<file path="config.mk">
export PLATFORM = sky130hd
export DESIGN_NAME = el2_dccm_store_buf
export DESIGN_NICKNAME = d
export VERILOG_FILES = /design/src/rtl/el2_dccm_store_buf.sv
export SDC_FILE = /design/constraint.sdc
export NUM_CORES = 1
export LEC_CHECK = 0
export BUFFER_PORTS_ARGS = -buffer_cell sky130_fd_sc_hd__buf_2
export CAP_MARGIN = 0
export CORE_UTILIZATION = 36
export CTS_BUF_LIST = sky130_fd_sc_hd__clkbuf_8 sky130_fd_sc_hd__clkbuf_16
export DETAILED_ROUTE_END_ITERATION = 16
export GPL_ROUTABILITY_DRIVEN = 0
export SLEW_MARGIN = 0
export SYNTH_ARGS = -nofsm -noshare
export SYNTH_HDL_FRONTEND = slang
export SYNTH_SLANG_ARGS = --single-unit
</file>
<file path="constraint.sdc">
create_clock -name clk_i -period 4.15 [get_ports clk_i]
set_input_delay 0.83 -clock clk_i [delete_from_list [all_inputs] [get_ports clk_i]]
set_output_delay 0.83 -clock clk_i [all_outputs]
set_load 0.03 [all_outputs]
</file>
<file path="src/rtl/el2_dccm_store_buf.sv">
// rtl/el2_dccm_store_buf.sv - DCCM store buffer with in-order RMW drain and load forwarding
module el2_dccm_store_buf #(
  parameter int DEPTH  = 4,
  parameter int ADDR_W = 16
) (
  input  logic              clk_i,
  input  logic              rst_i,
  input  logic              st_valid_i,
  output logic              st_ready_o,
  input  logic [ADDR_W-1:0] st_addr_i,
  input  logic [31:0]       st_data_i,
  input  logic [3:0]        st_byteen_i,
  input  logic              ld_rden_i,
  input  logic [ADDR_W-1:0] ld_addr_i,
  output logic [3:0]        fwd_byteen_o,
  output logic [31:0]       fwd_data_o,
  output logic              dccm_rden_o,
  output logic [ADDR_W-1:0] dccm_rd_addr_o,
  input  logic [31:0]       dccm_rd_data_i,
  output logic              dccm_wren_o,
  output logic [ADDR_W-1:0] dccm_wr_addr_o,
  output logic [31:0]       dccm_wr_data_o,
  output logic              sb_empty_o
);

  localparam int PTR_W = $clog2(DEPTH);
  localparam int CNT_W = PTR_W + 1;

  typedef enum logic [1:0] {
    IDLE  = 2'd0,
    RD    = 2'd1,
    MERGE = 2'd2,
    WR    = 2'd3
  } state_e;

  // Entry storage; addresses are kept word aligned
  logic [ADDR_W-1:0] addr_q   [DEPTH];
  logic [31:0]       data_q   [DEPTH];
  logic [3:0]        byteen_q [DEPTH];
  logic [DEPTH-1:0]  valid_q;

  logic [PTR_W-1:0]  wr_ptr_q, wr_ptr_d;
  logic [PTR_W-1:0]  rd_ptr_q, rd_ptr_d;
  logic [CNT_W-1:0]  count_q, count_d;
  state_e            state_q, state_d;
  logic [31:0]       merged_q, merged_d;

  state_e            eff_state;
  logic              push;
  logic              retire;
  logic              rden;
  logic              wren;

  logic [ADDR_W-1:0] head_addr;
  logic [31:0]       head_data;
  logic [3:0]        head_byteen;
  logic              head_full;
  logic [PTR_W-1:0]  next_ptr;
  logic              next_full;

  logic [PTR_W-1:0]  slot_idx [DEPTH];
  logic              unused_addr_bits;

  assign unused_addr_bits = ^{st_addr_i[1:0], ld_addr_i[1:0]};

  assign head_addr   = addr_q[rd_ptr_q];
  assign head_data   = data_q[rd_ptr_q];
  assign head_byteen = byteen_q[rd_ptr_q];
  assign head_full   = (head_byteen == 4'hF);
  assign next_ptr    = rd_ptr_q + PTR_W'(1);
  assign next_full   = (byteen_q[next_ptr] == 4'hF);

  assign st_ready_o  = (count_q < CNT_W'(DEPTH));
  assign push        = st_valid_i && st_ready_o;
  assign sb_empty_o  = (count_q == '0) && (state_q == IDLE);

  assign dccm_rden_o    = rden;
  assign dccm_wren_o    = wren;
  assign dccm_rd_addr_o = head_addr;
  assign dccm_wr_addr_o = head_addr;
  assign dccm_wr_data_o = head_full ? head_data : merged_q;

  // Drain FSM: IDLE with a queued head acts immediately as RD or WR so the
  // first port access happens the cycle after the store is accepted
  always_comb begin
    eff_state = state_q;
    state_d   = state_q;
    merged_d  = merged_q;
    rden      = 1'b0;
    wren      = 1'b0;
    retire    = 1'b0;
    if (state_q == IDLE && count_q != '0) begin
      eff_state = head_full ? WR : RD;
    end
    case (eff_state)
      RD: begin
        if (!ld_rden_i) begin
          rden    = 1'b1;
          state_d = MERGE;
        end else begin
          state_d = RD;
        end
      end
      MERGE: begin
        for (int b = 0; b < 4; b++) begin
          merged_d[8*b +: 8] = head_byteen[b] ? head_data[8*b +: 8]
                                              : dccm_rd_data_i[8*b +: 8];
        end
        state_d = WR;
      end
      WR: begin
        if (!ld_rden_i) begin
          wren   = 1'b1;
          retire = 1'b1;
          if (count_q > CNT_W'(1)) begin
            state_d = next_full ? WR : RD;
          end else begin
            state_d = IDLE;
          end
        end else begin
          state_d = WR;
        end
      end
      default: state_d = IDLE;
    endcase
  end

  // Pointer and occupancy next-state
  always_comb begin
    wr_ptr_d = push   ? wr_ptr_q + PTR_W'(1) : wr_ptr_q;
    rd_ptr_d = retire ? rd_ptr_q + PTR_W'(1) : rd_ptr_q;
    count_d  = count_q;
    case ({push, retire})
      2'b10:   count_d = count_q + CNT_W'(1);
      2'b01:   count_d = count_q - CNT_W'(1);
      default: count_d = count_q;
    endcase
  end

  // Buffer slots ordered oldest (0) to youngest
  always_comb begin
    for (int i = 0; i < DEPTH; i++) begin
      slot_idx[i] = rd_ptr_q + PTR_W'(i);
    end
  end

  // Forwarding: walk oldest to youngest so the youngest enabling match wins each lane
  always_comb begin
    fwd_byteen_o = 4'h0;
    fwd_data_o   = 32'h0;
    for (int i = 0; i < DEPTH; i++) begin
      if (valid_q[slot_idx[i]] &&
          (addr_q[slot_idx[i]][ADDR_W-1:2] == ld_addr_i[ADDR_W-1:2])) begin
        for (int b = 0; b < 4; b++) begin
          if (byteen_q[slot_idx[i]][b]) begin
            fwd_byteen_o[b]     = 1'b1;
            fwd_data_o[8*b +: 8] = data_q[slot_idx[i]][8*b +: 8];
          end
        end
      end
    end
  end

  // State, pointers and entry storage; reset zeroes everything and drops any RMW in flight
  always_ff @(posedge clk_i) begin
    if (rst_i) begin
      state_q  <= IDLE;
      merged_q <= 32'h0;
      wr_ptr_q <= '0;
      rd_ptr_q <= '0;
      count_q  <= '0;
      valid_q  <= '0;
      for (int i = 0; i < DEPTH; i++) begin
        addr_q[i]   <= '0;
        data_q[i]   <= 32'h0;
        byteen_q[i] <= 4'h0;
      end
    end else begin
      state_q  <= state_d;
      merged_q <= merged_d;
      wr_ptr_q <= wr_ptr_d;
      rd_ptr_q <= rd_ptr_d;
      count_q  <= count_d;
      if (push) begin
        addr_q[wr_ptr_q]   <= {st_addr_i[ADDR_W-1:2], 2'b00};
        data_q[wr_ptr_q]   <= st_data_i;
        byteen_q[wr_ptr_q] <= st_byteen_i;
        valid_q[wr_ptr_q]  <= 1'b1;
      end
      if (retire) begin
        valid_q[rd_ptr_q] <= 1'b0;
      end
    end
  end

endmodule

</file>
==> metrics.txt, run 1 <==
Initial Util=36.9%; die area=49,000 sq um; Setup-failing EPs final=36; layout cells sized above 1=37.1%; Critical Path Fanout Max=9; CTS root buffer=clkbuf_16; initial antenna violation count=8; via-per-instance ratio=5.93; Final Cell Area=21,500 sq um; TritonCTS clock tree=built; XOR/XNOR share of the synthesized area=2.83%; pwr/cell area=339 nW/um^2; Ports=208; Max Buffers Root-to-Sink=3; top routing layer in use=met5; first-pass iteration count of the detailed router=5; CP dominant cell by count=buf_6; Initial DRC Count=1,349; main combinational cell family by area after synthesis=multiplexers; Syn-to-layout area delta=24.4%; core area=47,000 sq um; Chip Width=221 um; slew at the pin closest to its max-slew limit=0.862 ns; DP HPWL=35,900 um; failing checks=negative setup slack; startpoint types=register; Clock transition at path regs=0.06 ns; nets=1,845; Post-Route M1 WL=24,800 um; MaxCap Viol Count=0; pin count of the biggest net entering global routing=65; Synth Area in Adders=0.940%; Die Ht=221 um; Routed Antenna Nets=0; EDFF count, synth=200; GR Util All Layers=23.9%; FP Rows=79; total number of vias=14.0k; Simple-Gate Fraction of Synth Area=13.0%; DP Area=19,300 sq um; multiplexer share of the synthesized area=23.8%; Final min period=4.51 ns; synth top area cells=edfxtp_1, mux4_2, and2_1; htree depth=1; Rel. slew slack=42.5%; Final Util=45.9%; outcome=finished with violations; Seq/Total Area, Yosys=40.1%; Synth warnings=0; Setup WS post-layout=-0.363 ns; CP peak stage delay=0.53 ns; DRC=0; area leader, netlist=edfxtp_1; global-route wire length before repair=89,400 um; ys async rst share=0%; Syn Area/Cell=11.4 sq um; CP max stage cell=mux4_2; Final Hold Fails=0; Synth Cell Area=17,300 sq um; total length of routed met3 wires=4830 um; most frequent cell after synthesis=and2_1; worst path required time=3.32 ns; part of the cycle the worst path needs=109%; Yosys cell types=65; post-route insts no fill=2,365; Slew Limit Fails=0; Cells after Synth=1,513; Leakage=8.00 nW; Clock Skew=0.0288 ns; Yosys top cell area share=34.7%; worst path cell trace=inv_4, ha_4, buf_6, mux4_2, xnor2_2, nand2_2, a2111oi_4, buf_6, clkbuf_16, o2111ai_1, a21oi_1, o22a_2, buf_6; final WL=60,100 um; Compound-Gate Fraction of Synth Area=13.9%; Critical Path AT=3.68 ns; worst setup path category=register to output port; remaining global-route overflow=0; total length of routed met2 wires=28,900 um; Final TNS setup=-10.97 ns; RSZ-0062 raised after global routing=true; top cells by count, synth=and2_1, edfxtp_1, a21oi_1; worst vdd ir=0.000312 V; CTS sink count=247; placed cells=2,256; Min-Delay Path Class=register to register; dominant synthesized flop cell=edfxtp_1; Fmax achieved=222 MHz; routed len/inst=25.4 um; post-layout power=7.30 mW; vias in the first global route=14.1k; worst skew pair latency=0.60 ns; register bit count reported by yosys=247; Worst Setup End Kind=output port; Num CTS Buffers=31; IO Port Bufs=199
==> cell usage in the layout (no fill, tap or decap), types with 21 or more instances in the layout <==
cell type / netlist / final
mux2_2: 72 / 72
nor2_1: 78 / 77
mux4_2: 103 / 105
buf_6: 9 / 42
and2_1: 232 / 232
o2111ai_1: 69 / 51
mux2i_1: 73 / 73
o22a_2: 2 / 32
buf_2: 22 / 163
buf_12: 2 / 21
clkbuf_16: 0 / 34
a211oi_1: 38 / 38
edfxtp_1: 200 / 200
o21ai_0: 39 / 38
nand2_1: 49 / 46
inv_1: 52 / 58
a21oi_1: 111 / 108
dfxtp_1: 47 / 43
buf_4: 19 / 78
xnor2_1: 39 / 27
==> per-layer routing <==
metal | vias to the layer above | track usage [%]
met5 | - | 0
met4 | 6 | 8.30
met3 | 116 | 4.34
met2 | 671 | 39.5
met1 | 7025 | 31.6
li1 | 6195 | -
==> power by group <==
group | switching, mW | internal [mW] | leakage (nW)
clock network | 1.12 | 1.64 | 0.538
registers | 0.139 | 2.89 | 2.47
logic | 0.900 | 0.618 | 4.99
total | 2.16 | 5.14 | 8.00
==> repair_timing <==
item | CTS | global route
pin swaps | 26 | 17
gates resized for setup | 112 | 38
hold buffers | 0 | 0
endpoints found under the setup margin | 70 | 42
cloned | 8 | 3
buffers inserted | 27 | 9
==> through the flow <==
step,hold slack [ns],setup WS [ns]
after floorplan,0.475,0.00668
after global placement,0.481,0.0296
after detailed placement,0.489,0.0519
after CTS,0.497,-0.381
after global routing,0.513,-0.459
final,0.496,-0.363
==> cells by family after synthesis <==
group,after synthesis
fa+ha+maj,13
mux,258
xor+xnor,55
flops,247
buf+inv,198
other cells,1
simple gates,408
compound gates,333
==> sequential cells by signal, indices dropped and copies added (netlist names), named ones only <==
register  count
wr_ptr_q      2
rd_ptr_q      2
state_q       2
data_q      128
count_q       3
addr_q       56
valid_q       4
merged_q     32
byteen_q     16
==> cell type report <==
cell class                 count  area, sq um
clock inverter                25          229
timing repair buffer         321         2740
sequential                   247         6960
tap                          607          759
antenna                        5         12.5
fill                        4243        25400
inverter                      56          213
multi-input combinational   1071         9820
clock buffer                  33          803
==> path summary, 6_finish.rpt <==
kind | startpoint | end | cells past startpoint | slack [ns]
hold / removal | merged_q[13] | merged_q[13] | 2 | 0.50
setup reg to reg | register | count_q[2] | 12 | 0.90
setup / recovery | rd_ptr_q[0] | fwd_data_o[24] | 13 | -0.36
hold reg to reg | merged_q[13] | merged_q[13] | 2 | 0.50
==> worst max-delay path, delay by kind of cell (launching register included) <==
family                   cells  cell delay, ns
multiplexers                 1            0.53
flip-flops                   1            0.37
buffers and inverters        5            0.74
AND/OR/NAND/NOR              1            0.12
XOR/XNOR                     1            0.22
adder cells (fa/ha/maj)      1            0.31
AO/OA/AOI/OAI                4            0.79
(Power assumes the default switching activity.)
==> run 2, diff against run 1 <==
- CORE_UTILIZATION: 36 -> 45
- PLACE_DENSITY: default -> 0.67
==> metrics.txt, run 2 (same netlist as run 1, synthesis figures left out) <==
outcome=finished with violations; failing checks=negative setup slack; FP Rows=71; Worst Setup End Kind=output port; Num CTS Buffers=30; Critical Path Fanout Max=5; logic gate share of total power=21.0%; Min-Delay Path Class=register to register; Final min period=4.56 ns; IO Port Bufs=199; CP peak stage delay=0.36 ns; Net Switching=2.11 mW; Clock transition at path regs=0.06 ns; final WL=56,400 um; first-pass iteration count of the detailed router=7; Final Cell Area=21,400 sq um; Slew Limit Fails=0; Worst Setup SP=rd_ptr_q[0]; Biggest register=data_q; slew at the pin closest to its max-slew limit=1.22 ns; clock share of power=36.4%; Sw Share=29.7%; worst setup path category=register to output port; initial antenna violation count=8; TritonCTS clock tree=built; DRC=0; pwr/cell area=332 nW/um^2; Routed Antenna Nets=0; CP dominant cell by count=buf_6; htree depth=1; DP Area=19,100 sq um; hold-fix buffers at CTS=0; startpoint types=register; biggest registers after layout=data_q: 128 flops, addr_q: 56 flops, merged_q: 32 flops; remaining global-route overflow=0; power share of the sequential group=42.6%; Int Pwr=5.01 mW; layout cells sized above 1=37.8%; Leakage=7.93 nW; Initial Util=45.9%; most frequent cells in the layout=and2_1, edfxtp_1, buf_2, a21oi_1, mux4_2; Rel. slew slack=18.4%; nets=1,838; GR Util All Layers=28.1%; hold slack=0.496 ns; most common cell after layout, fill and taps aside=and2_1; Critical Path AT=3.73 ns; routed len/inst=24.9 um; CTS root buffer=clkbuf_16; Layout fillers=3,165; DP HPWL=33,500 um; Setup-failing EPs final=36; Fmax achieved=219 MHz; Syn-to-layout area delta=23.8%; Initial DRC Count=1,265; total number of vias=14.1k; part of the cycle the worst path needs=110%; Max Buffers Root-to-Sink=3; CTS sink count=247; via-per-instance ratio=6.22; MaxCap Viol Count=0; vias in the first global route=13.8k; Die Ht=198 um; Final Hold Fails=0; worst vdd ir=0.000305 V; Setup WS post-layout=-0.410 ns; RSZ-0062 raised after global routing=true; Buf/Inv on CP=8; core area=37,800 sq um; worst path cell trace=inv_4, ha_4, buf_6, buf_16, mux4_2, xor2_2, a211o_1, a2111oi_4, buf_6, buf_12, buf_12, buf_16, o2111ai_2, a21oi_1, o22a_2, buf_6; r2r setup slk=0.70 ns; die area=39,300 sq um; post-layout power=7.12 mW; Clock Skew=0.0261 ns; hold_sp=merged_q[29]; Largest register FFs=128; global-route wire length before repair=82,800 um; CP max stage cell=dfxtp_4; Chip Width=198 um; Top delay family on crit path=compound AO/OA/AOI/OAI gates; worst path required time=3.32 ns; worst skew pair latency=0.59 ns; pin count of the biggest net entering global routing=68; Ports=208
[run 2: cell count changes in the layout (fill, tap and decap cells not counted), sizes merged]
| cell | previous run | this run |
|---|---|---|
| clkbuf | 36 | 37 |
| inv | 62 | 66 |
| buf | 314 | 308 |
| diode | 5 | 8 |
| bufbuf | 4 | 6 |
| bufinv | 4 | 1 |
| clkinv | 14 | 9 |
| clkinvlp | 1 | 0 |
[run 2: area by class of cell]
| type | count | area (sq um) | area share (%) |
|---|---|---|---|
| Multi-Input combinational cell | 1071 | 9910 | 46.2 |
| Sequential cell | 247 | 6960 | 32.5 |
| Timing Repair Buffer | 315 | 2710 | 12.6 |
| Clock buffer | 36 | 856 | 3.99 |
| Tap cell | 511 | 639 | 2.98 |
| Inverter | 56 | 213 | 0.992 |
| Clock inverter | 20 | 124 | 0.578 |
| Antenna cell | 8 | 20.0 | 0.0934 |
[run 2: per-stage QoR]
| stage | cells | worst slack (ns) | TNS, ns | utilization, % |
|---|---|---|---|---|
| global placement | 2155 | -0.0434 | -0.245 | 50.5 |
| finish | 2264 | -0.410 | -12.09 | 56.8 |
| CTS | 2239 | -0.371 | -11.72 | 55.5 |
| floorplan | 1516 | 0.00668 | 0 | - |
| global route | 2261 | -0.565 | -16.69 | 56.7 |
| detailed placement | 2155 | -0.0734 | -0.652 | 50.5 |
[run 2: repair_timing]
item                       in CTS  in global routing
setup endpoints to repair      70                 70
pin swaps                      68                 24
hold endpoints to repair        0                  0
buffers inserted               17                 14
gates resized for setup       122                 64
gates cloned                   11                  3
[run 2: final timing paths]
| path | to | cells after the start |
|---|---|---|
| min | merged_q[29] | 2 |
| max reg2reg | count_q[2] | 11 |
| min reg2reg | merged_q[29] | 2 |
| max | fwd_data_o[5] | 16 |
[run 2: worst reg2reg max path, cell delays in order, from the launching register on]
cell and delay (ns):
dfxtp_4 0.50, buf_12 0.33, mux4_2 0.73, nand4_2 0.19, buf_6 0.25, nor3_1 0.13
a21oi_1 0.15, nor2_2 0.06, buf_4 0.17, ha_1 0.37, or3_1 0.36, a21oi_1 0.13
[run 2: power groups by stage]
stage	combinational [mW]	sequential [mW]	clock, mW
after detailed placement	1.38	3.08	0
after global placement	1.36	3.06	0
after floorplan	1.02	3.02	0
final	1.50	3.03	2.59
after CTS	1.45	3.02	2.61
after global routing	1.60	3.05	2.70
[run 2: layer usage]
layer | wire (um) | GRT usage [%] | vias to the layer above | share of wire (%)
li1 | - | - | 6188 | -
met1 | 22500 | 36.6 | 7029 | 40
met2 | 27100 | 46.0 | 736 | 48
met3 | 5070 | 5.64 | 138 | 9.0
met4 | 1730 | 10.6 | 2 | 3.1
met5 | 11 | 0 | - | 0.019
